## config.mk

```make
export PLATFORM = sky130hd
export DESIGN_NAME = eth_tx_arb
export DESIGN_NICKNAME = d
export VERILOG_FILES = /design/src/rtl/eth_tx_arb.sv
export SDC_FILE = /design/constraint.sdc
export NUM_CORES = 1
export LEC_CHECK = 0
export CORE_MARGIN = 2
export CORE_UTILIZATION = 30
export DETAILED_ROUTE_END_ITERATION = 7
export GPL_TIMING_DRIVEN = 0
export PLACE_DENSITY = 0.7
export SLEW_MARGIN = 15
export SYNTH_ARGS = -nofsm -noshare
export SYNTH_HDL_FRONTEND = slang
export SYNTH_SLANG_ARGS = --single-unit
```

## constraint.sdc

```tcl
create_clock -name clk156 -period 2.29 [get_ports clk156]
set_input_delay 0.458 -clock clk156 [delete_from_list [all_inputs] [get_ports clk156]]
set_output_delay 0.458 -clock clk156 [all_outputs]
set_load 0.03 [all_outputs]
```

## src/rtl/eth_tx_arb.sv

```systemverilog
// ============================================================================
// Module   : eth_tx_arb
// Purpose  : Round-robin, frame-granular arbiter that merges two AXI-Stream
//            generators onto one 10G MAC TX stream. Optional inter-frame
//            gap insertion is enabled by the TX_ARB_IFG_EN macro.
// Revision : 1.0 - initial release
// ============================================================================
`default_nettype none

module eth_tx_arb #(
    parameter logic [15:0] ifg_len   = 16'd4,
    parameter int          cnt_width = 32
) (
    input  wire logic                 clk156,
    input  wire logic                 sys_rst_n,

    input  wire logic                 s0_axis_tvalid,
    input  wire logic [63:0]          s0_axis_tdata,
    input  wire logic [7:0]           s0_axis_tkeep,
    input  wire logic                 s0_axis_tlast,
    output logic                      s0_axis_tready,

    input  wire logic                 s1_axis_tvalid,
    input  wire logic [63:0]          s1_axis_tdata,
    input  wire logic [7:0]           s1_axis_tkeep,
    input  wire logic                 s1_axis_tlast,
    output logic                      s1_axis_tready,

    output logic                      m_axis_tx_tvalid,
    output logic [63:0]               m_axis_tx_tdata,
    output logic [7:0]                m_axis_tx_tkeep,
    output logic                      m_axis_tx_tlast,
    output logic                      m_axis_tx_tuser,
    input  wire logic                 m_axis_tx_tready,

    output logic [cnt_width-1:0]      frame_cnt0,
    output logic [cnt_width-1:0]      frame_cnt1,
    output logic [1:0]                grant
);

`ifdef TX_ARB_IFG_EN
    typedef enum logic [1:0] {
        ARB_IDLE   = 2'd0,
        ARB_GRANT0 = 2'd1,
        ARB_GRANT1 = 2'd2,
        ARB_GAP    = 2'd3
    } arb_state_t;
`else
    typedef enum logic [1:0] {
        ARB_IDLE   = 2'd0,
        ARB_GRANT0 = 2'd1,
        ARB_GRANT1 = 2'd2
    } arb_state_t;
`endif

    arb_state_t             r_state;
    arb_state_t             w_next_state;
    arb_state_t             w_after_release;
    logic                   r_last_grant;
    logic [cnt_width-1:0]   r_frame_cnt0;
    logic [cnt_width-1:0]   r_frame_cnt1;
    logic                   w_release0;
    logic                   w_release1;

    // A frame is released only on its final accepted beat.
    assign w_release0 = (r_state == ARB_GRANT0) && s0_axis_tvalid && m_axis_tx_tready && s0_axis_tlast;
    assign w_release1 = (r_state == ARB_GRANT1) && s1_axis_tvalid && m_axis_tx_tready && s1_axis_tlast;

`ifdef TX_ARB_IFG_EN
    logic [15:0] r_gap_cnt;

    assign w_after_release = (ifg_len != 16'd0) ? ARB_GAP : ARB_IDLE;

    always_ff @(posedge clk156 or negedge sys_rst_n) begin
        if (!sys_rst_n) begin
            r_gap_cnt <= 16'd0;
        end else if (w_next_state == ARB_GAP && r_state != ARB_GAP) begin
            r_gap_cnt <= ifg_len - 16'd1;
        end else if (r_state == ARB_GAP && r_gap_cnt != 16'd0) begin
            r_gap_cnt <= r_gap_cnt - 16'd1;
        end
    end
`else
    logic w_unused_ifg;

    assign w_unused_ifg    = ^ifg_len;
    assign w_after_release = ARB_IDLE;
`endif

    always_ff @(posedge clk156 or negedge sys_rst_n) begin
        if (!sys_rst_n) begin
            r_state <= ARB_IDLE;
        end else begin
            r_state <= w_next_state;
        end
    end

    always_comb begin
        w_next_state = r_state;
        case (r_state)
            ARB_IDLE: begin
                if (s0_axis_tvalid && s1_axis_tvalid) begin
                    w_next_state = r_last_grant ? ARB_GRANT0 : ARB_GRANT1;
                end else if (s0_axis_tvalid) begin
                    w_next_state = ARB_GRANT0;
                end else if (s1_axis_tvalid) begin
                    w_next_state = ARB_GRANT1;
                end
            end
            ARB_GRANT0: begin
                if (w_release0) begin
                    w_next_state = w_after_release;
                end
            end
            ARB_GRANT1: begin
                if (w_release1) begin
                    w_next_state = w_after_release;
                end
            end
`ifdef TX_ARB_IFG_EN
            ARB_GAP: begin
                if (r_gap_cnt == 16'd0) begin
                    w_next_state = ARB_IDLE;
                end
            end
`endif
            default: w_next_state = ARB_IDLE;
        endcase
    end

    always_ff @(posedge clk156 or negedge sys_rst_n) begin
        if (!sys_rst_n) begin
            r_last_grant <= 1'b1;
        end else if (r_state == ARB_IDLE) begin
            if (w_next_state == ARB_GRANT0) begin
                r_last_grant <= 1'b0;
            end else if (w_next_state == ARB_GRANT1) begin
                r_last_grant <= 1'b1;
            end
        end
    end

    // Counters wrap naturally from all-ones to zero.
    always_ff @(posedge clk156 or negedge sys_rst_n) begin
        if (!sys_rst_n) begin
            r_frame_cnt0 <= '0;
            r_frame_cnt1 <= '0;
        end else begin
            if (w_release0) begin
                r_frame_cnt0 <= r_frame_cnt0 + {{(cnt_width-1){1'b0}}, 1'b1};
            end
            if (w_release1) begin
                r_frame_cnt1 <= r_frame_cnt1 + {{(cnt_width-1){1'b0}}, 1'b1};
            end
        end
    end

    always_comb begin
        m_axis_tx_tvalid = 1'b0;
        m_axis_tx_tdata  = 64'd0;
        m_axis_tx_tkeep  = 8'd0;
        m_axis_tx_tlast  = 1'b0;
        s0_axis_tready   = 1'b0;
        s1_axis_tready   = 1'b0;
        grant            = 2'b00;
        case (r_state)
            ARB_GRANT0: begin
                m_axis_tx_tvalid = s0_axis_tvalid;
                m_axis_tx_tdata  = s0_axis_tdata;
                m_axis_tx_tkeep  = s0_axis_tkeep;
                m_axis_tx_tlast  = s0_axis_tlast;
                s0_axis_tready   = m_axis_tx_tready;
                grant            = 2'b01;
            end
            ARB_GRANT1: begin
                m_axis_tx_tvalid = s1_axis_tvalid;
                m_axis_tx_tdata  = s1_axis_tdata;
                m_axis_tx_tkeep  = s1_axis_tkeep;
                m_axis_tx_tlast  = s1_axis_tlast;
                s1_axis_tready   = m_axis_tx_tready;
                grant            = 2'b10;
            end
            default: begin
            end
        endcase
    end

    assign m_axis_tx_tuser = 1'b0;
    assign frame_cnt0      = r_frame_cnt0;
    assign frame_cnt1      = r_frame_cnt1;

endmodule

`default_nettype wire
```

## Word-level counts from Yosys, hierarchy flattened

Index checks and enable logic that the tools add are counted.

| storage, ports and cells | value |
|---|---|
| register bits after elaboration | 67 |
| bits in latches | 0 |
| RAM bits | 0 |
| ROM bits | 0 |
| logic and storage cells | 36 |
| memories kept | 0 |

| operators by class | value |
|---|---|
| add/sub/neg operators | 2 |
| multiply operators | 0 |
| divide/modulo/power cells | 0 |
| $lt $le $gt $ge | 0 |
| equality and inequality tests | 4 |
| shifts and indexed selects | 0 |
| muxes and demuxes | 16 |
| bitwise logic cells | 0 |
| reductions and logical operators | 10 |

Operator list:

| cell | number |
|---|---|
| $pmux W64 S2 | 1 |
| $add A32 B1 Y32 const B | 2 |
| $pmux W8 S2 | 1 |
| $mux W2 | 6 |
| $logic_and A1 B1 Y1 | 7 |
| $pmux W2 S3 | 1 |
| $eq A2 B1 Y1 const B | 2 |
| $eq A2 B2 Y1 const B | 2 |
| $mux W1 | 4 |
| $pmux W1 S2 | 2 |
| $pmux W2 S2 | 1 |
| $logic_not A2 Y1 | 1 |
| $reduce_and A2 Y1 | 1 |
| $reduce_bool A2 Y1 | 1 |

## Longest topological paths before layout

Gate-level depths: netlist of run 1.

| depth | value |
|---|---|
| depth after elaboration | 9 |
| gate-level depth with buffers | 10 |
| gate-level depth less buffers | 9 |

## Worst setup path before layout of run 1

No wires, ideal clock.

| timing | value |
|---|---|
| path type | reg-to-output |
| start | register r_state[0] |
| end | output port m_axis_tx_tdata[31] |
| data arrival time | 1.921 ns |
| data required time | 1.832 ns |
| path slack | -0.089 ns |
| cell stages (with the launch flop) | 8 |
| path buffers | 3 |
| cells stage by stage | dfrtp_1 > inv_1 > ha_1 > buf_2 > clkbuf_1 > buf_1 > a22oi_1 > nor2b_1 |

| on the way | value |
|---|---|
| longest elaborated chain between the ends | 2 |
| elaborated cells on any way between the ends | 3 |

Ends and longest elaborated chain:

| element | line | RTL |
|---|---|---|
| start, declared | 56 | `arb_state_t r_state;` |
| start signal, assigned | 94 | `r_state <= w_next_state;` |
| $eq A2 B2 Y1 or $eq A2 B1 Y1 (tied branches) | 166 | `case (r_state)` |
| $pmux W64 S2 * | 166 |  |
| end, declared | 30 | `output logic [63:0] m_axis_tx_tdata,` |

Mark *: on every way between the ends. The rest lies on a longest branch, timed or not.

## Final worst setup path of run 1

| timing | value |
|---|---|
| start | register r_state[1] |
| end | output port m_axis_tx_tdata[36] |

Same word-level chain as after synthesis.

==> run_results.csv, run 1 <==
group,metric,value,unit
pwr,netSwitchingPower,3.45,mW
drt,drt_iter0_drc,224,
cts,cts_tree,"built",
sta,relSlewSlack,64.0,%
synth,synth_cell_types,38,
cts,clock_latency,0.33,ns
die,core-area,14400,sq um
synth,ys_seq_area_share,38.2,%
placed_design,pre_cts_slack,-0.899,ns
pwr,ir_drop,0.689,mV
global_route,grt_overflow,0,
worst_setup_path,critPathCaptureType,"primary output",
pwr,intPower,4.84,mW
synth,synth_xor_area_share,12.4,%
synth,post-synth-top-area-cell,"dfrtp_1",
sta,whs,0.0443,ns
drt,drt-vias-per-instance,5.07,
die,die_h,125,microns
global_route,grt_pass1_vias,5310,
pwr,p_total,8.29,mW
placed_design,gp_congestion,0.915,
layout,fillers,1207,
synth,syn_inst,471,
die,initial_core_util,30.5,%
run,max-cap-violations,0,
global_route,grt_use_total,23.3,%
pwr,p_sw_share,41.6,%
sta,max_freq,440,MHz
synth,yosys.area_share.adder,2.56,%
pwr,combPwrFrac,67.9,%
die,dieArea,15600,sq um
synth,yosysWarningCount,0,
cts,numCtsBuffers,9,
layout,layout.cells.non_filler,989,
run_status,status,"finished clean",
drt,drt_pre_antenna_iters,4,
drt,vias,5010,
cts,htreeDepth,3,
placed_design,numPortBuffers,292,
synth,syn_nets,631,
layout,area_growth,99.2,%
synth,synth_ff_type,"dfrtp_1",
global_route,antenna_found_initial,0,
layout,final_util,60.7,%
sta,period_needed,2.27,ns
worst_setup_path,cp_max_fo,7,
worst_setup_path,critical_path_class,"flip-flop to primary output",
worst_hold_path,hold_path.class,"primary input to asynchronous set/reset pin",
sta,timing_hold_violations_final,0,
pwr,power_density,946,nW/um^2
layout,final_area,8760,sq um
synth,synth_simple_gate_area_share,28.5,%
cts,path_clk_slew,0.06,ns
placed_design,dp_hpwl,14700,microns
die,io_pins,294,
drt,drcViolationCount,0,
synth,ys_ff_latch,67,
sta,grt_setup_unrepaired,"true",
cts,clock_path_buffers,2,
pwr,power_frac_clock,15.6,%
sta,slew_viol_final,0,
sta,clock_skew,0.00700,ns
pwr,p_leak,3.62,nW
worst_setup_path,start_kind,"flip-flop",
synth,synth_compound_area_share,13.9,%
synth,synth_top_family_by_area,"simple AND/OR/NAND/NOR gates",
worst_setup_path,worstPathArrival,1.82,ns
cts,cts-root-buf,"clkbuf_16",
placed_design,dpl_cell_area,7670,sq um
worst_setup_path,required,1.83,ns
synth,yosys-top-cells-area,"dfrtp_1 38%, a22oi_1 13%, nor2b_1 11%",
drt,postRouteAntennaNets,0,
synth,synth_area_per_cell,9.33,sq um
layout,n_antenna_cell,0,
synth,yosys.area.top_type_share,37.6,%
sta,max_slew.worst_pin.slew,0.536,ns
layout,drive_gt1_share,32.4,%
die,rows,44,
synth,async_flop_share,100,%
sta,final-setup-viol-count,0,
sta,layout_setup_ws,0.0154,ns
synth,synth_edf_count,0,
synth,syn_area,4400,sq um
global_route,grt_max_degree,42,
drt,drt-total-wl,19300,microns
synth,synth_top_cells_by_count,"74 x a22oi_1, 74 x nor2b_1, 66 x dfrtp_1, 37 x xnor2_1",
global_route,grt_pass1_wl,29100,microns
drt,detail_route.wl_per_cell,19.5,microns
synth,synthMuxAreaShare,0.256,%
cts,clock-sinks,67,
die,dieWidth,125,microns
placed_design,dp.cells,948,
pwr,pwr-share-seq,16.5,%
layout,layout.nets,960,
sta,finalSetupTns,0,ns
sta,finalCritPeriodShare,99.3,%
## cell type report
type	instances	area, sq um	area share, %
repair buffers	319	3190	36.4
multi-input cells	361	2940	33.6
flip-flops and latches	67	1680	19.2
plain buffers	33	395	4.51
clock buffers	12	256	2.93
well taps	184	230	2.63
inverters	9	38.8	0.443
clock inverters	4	25.0	0.286
## per-layer routing
metal / vias to the layer above / wire length (microns) / GRT usage, %
li1: 2345 / - / -
met1: 2430 / 7120 / 25.3
met2: 183 / 9880 / 41.7
met3: 52 / 1550 / 8.22
met4: 0 / 754 / 8.82
met5: - / 0 / 0
## critical path: stages, from the launching register on
cell and delay (ns):
dfrtp_2 0.43, inv_4 0.07, ha_4 0.16, buf_8 0.13, clkbuf_16 0.17, buf_12 0.14, a22oi_2 0.18, nor2b_2 0.07
buf_6 0.14
## power by group through the flow
stage | sequential, mW | clock, mW | combinational, mW
2_1_floorplan | 1.44 | 0 | 2.56
3_3_place_gp | 1.37 | 0 | 4.36
3_5_place_dp | 1.38 | 0 | 4.38
4_1_cts | 1.36 | 1.31 | 5.11
5_1_grt | 1.38 | 1.37 | 5.93
6_report | 1.37 | 1.29 | 5.62
## flip-flops by register name, indices dropped and copies added, names as in the netlist
| register | flops |
|---|---|
| frame_cnt1 | 32 |
| r_last_grant | 1 |
| frame_cnt0 | 32 |
| r_state | 2 |
## cells in the final DEF (no fill, tap or decap), types with 7 or more instances in the layout
master	synthesis	layout
nand4_1	23	23
buf_4	2	40
a22oi_1	74	29
clkbuf_8	0	7
nor2b_1	74	27
buf_2	5	12
nor3_1	9	9
nor2b_2	0	44
clkdlybuf4s50_1	0	213
a22oi_2	0	45
nand3_1	20	20
nand2_1	25	25
clkbuf_16	0	18
buf_6	1	40
clkbuf_4	0	18
inv_1	9	7
dfrtp_1	66	64
nor2_1	15	15
and2_1	8	8
xor2_1	25	25
buf_12	0	7
xnor2_1	37	37
nor4_1	9	9
## logic make-up after synthesis
group                    after synthesis
XOR/XNOR                              62
AND/OR/NAND/NOR                      205
flip-flops                            67
AO/OA/AOI/OAI                         83
buffers and inverters                 43
other                                  1
adder cells (fa/ha/maj)                9
multiplexers                           1
## path summary, 6_finish.rpt
| kind | start | endpoint | slack, ns | cells past startpoint |
|---|---|---|---|---|
| max in group asynchronous | sys_rst_n | frame_cnt1[27] | 1.70 | 2 |
| min in group clk156 | frame_cnt0[31] | frame_cnt0[31] | 0.48 | 1 |
| setup reg to reg | r_state[1] | frame_cnt0[30] | 0.12 | 9 |
| hold / removal | sys_rst_n | frame_cnt0[24] | 0.04 | 1 |
| setup / recovery | r_state[1] | m_axis_tx_tdata[36] | 0.02 | 8 |
| hold reg to reg | frame_cnt0[31] | frame_cnt0[31] | 0.48 | 1 |
## timing repair
item | 4_1_cts | 5_1_grt
endpoints found under the setup margin | 79 | 84
hold buffers | 0 | 0
pin swaps | 19 | 5
cloned | 4 | 6
resized for setup | 584 | 63
hold endpoints to repair | 0 | 0
setup buffers | 6 | 10
No activity file was read; power rests on OpenSTA's default activity.
==> run 2: changes to the inputs <==
--- a/config.mk
+++ b/config.mk
@@ -7,6 +7,7 @@
 export LEC_CHECK = 0
 export CORE_MARGIN = 2
 export CORE_UTILIZATION = 30
+export CTS_CLUSTER_DIAMETER = 100
 export DETAILED_ROUTE_END_ITERATION = 7
 export GPL_TIMING_DRIVEN = 0
 export PLACE_DENSITY = 0.7
==> results of run 2 <==
No change in the layout: final DEF, timing and power equal those of run 1.
==> run 3: changes to the inputs <==
--- a/config.mk
+++ b/config.mk
@@ -15,3 +15,4 @@
 export SYNTH_ARGS = -nofsm -noshare
 export SYNTH_HDL_FRONTEND = slang
 export SYNTH_SLANG_ARGS = --single-unit
+export TNS_END_PERCENT = 100
==> results of run 3 <==
No change in the layout: final DEF, timing and power equal those of run 1.
==> variant, RTL diff (settings of run 3) <==
Re-encode `arb_state_t` (3 states) as one-hot, 3 bits wide.
--- a/src/rtl/eth_tx_arb.sv
+++ b/src/rtl/eth_tx_arb.sv
@@ -46,10 +46,10 @@
         ARB_GAP    = 2'd3
     } arb_state_t;
 `else
-    typedef enum logic [1:0] {
-        ARB_IDLE   = 2'd0,
-        ARB_GRANT0 = 2'd1,
-        ARB_GRANT1 = 2'd2
+    typedef enum logic [2:0] {
+        ARB_IDLE   = 3'b001,
+        ARB_GRANT0 = 3'b010,
+        ARB_GRANT1 = 3'b100
     } arb_state_t;
 `endif
 
Behaviour: no difference found for any inputs over 10 cycles, from zero or initial values and one cycle with sys_rst_n low; not proved beyond that.
==> variant against run 3 <==
Worst setup slack worse by 0.0062 ns. Synthesized area is 9.6% lower. Wire length is 4.3% higher. Via count is 7.3% lower. Synthesized cell count is 18% lower. Power is 29% lower. Worst hold slack better by 0.022 ns. Sequential share of layout area is 2.9 points higher. Sequential cell count is 1 higher. Design area is 12% lower. Critical endpoint is now m_axis_tx_tdata[43]. Largest power group unchanged.
==> variant: results (changes against run 3) <==
ir_worst_vdd_uv: 480  # -30%
worst_clock_skew_ns: 0.0117  # +0.00468 ns
leakage_nw: 3.27  # -9.8%
seq_area_frac_synth_pct: 42.9  # +4.7 points
crit_family: "flip-flops"
grt_max_degree: 37  # -12%
areaGrowthSynthToFinish_pct: 94.1
avgRoutedWirePerCell_um: 22.7  # +16%
intPower_mw: 3.64  # -25%
route.met3.wl_um: 1170  # -24%
grt_pass1_vias: 4461  # -16%
clkCellAreaFrac_pct: 4.20  # +0.99 points
multi_input_gates: 290  # -20%
ys_seq_elements: 68  # +1.5%
critPathSlowestCell: "dfstp_2"
antenna_found_initial: 9  # +9
dp_hpwl_um: 16400  # +11%
synth_cell_types: 40  # +5.3%
pre_cts_slack_ns: -0.777  # +0.122 ns
fillers: 1098  # -9.0%
antenna_cells: 9  # +9
outcome: "finished, final reports clean"
inv_count: 7  # -2
multiInputGateArea_um2: 2220  # -25%
grt_usage_pct: 27.0  # +3.7 points
drtIter0Drc: 326  # +46%
[variant: cell count changes after synthesis, sizes merged, moves of 9 or more]
cell    delta
a22oi     -74
clkbuf    -11
xnor2     +14
xor2      -14
nor2b     -72
nand4      +9
a22o      +72
[variant: logic make-up after synthesis]
group	synth area share, %
fa+ha+maj	0.630
simple gates	21.7
xor+xnor	13.7
mux	0.567
flops	42.9
compound gates	17.3
other cells	0.0944
buf+inv	3.21
[variant: power by group through the flow]
stage	Sequential [mW]	Clock, mW	Combinational (mW)
global route	1.41	1.58	3.13
global placement	1.40	0	2.70
floorplan	1.45	0	1.42
finish	1.40	1.51	3.00
CTS	1.39	1.53	2.70
detailed placement	1.41	0	2.72
[variant: worst paths after layout]
path,cells past startpoint,start,slack (ns),to
min reg2reg,1,frame_cnt1[31]$_DFFE_PN0P_,0.48,frame_cnt1[31]$_DFFE_PN0P_
max reg2reg,5,frame_cnt1[10]$_DFFE_PN0P_,0.30,frame_cnt1[25]$_DFFE_PN0P_
min in group clk156,1,frame_cnt1[31]$_DFFE_PN0P_,0.48,frame_cnt1[31]$_DFFE_PN0P_
max in group asynchronous,2,sys_rst_n,1.61,r_last_grant$_DFFE_PN1P_
min,1,sys_rst_n,0.07,frame_cnt0[27]$_DFFE_PN0P_
max,6,r_state[0]$_DFF_PN1_,0.009,m_axis_tx_tdata[43]
[variant: what timing repair did]
action | CTS | global route
endpoints found under the setup margin | 78 | 87
hold buffers | 0 | 0
gates cloned | 0 | 3
resized for setup | 414 | 156
setup buffers | 3 | 1
pin swaps | 2 | 36
[variant: through the flow]
step / TNS, ns / power [mW]
after floorplan: 0 / 2.87
after global placement: -149.16 / 4.10
after detailed placement: -50.81 / 4.12
after CTS: -0.00577 / 5.62
after global routing: -0.371 / 6.12
final: 0 / 5.91
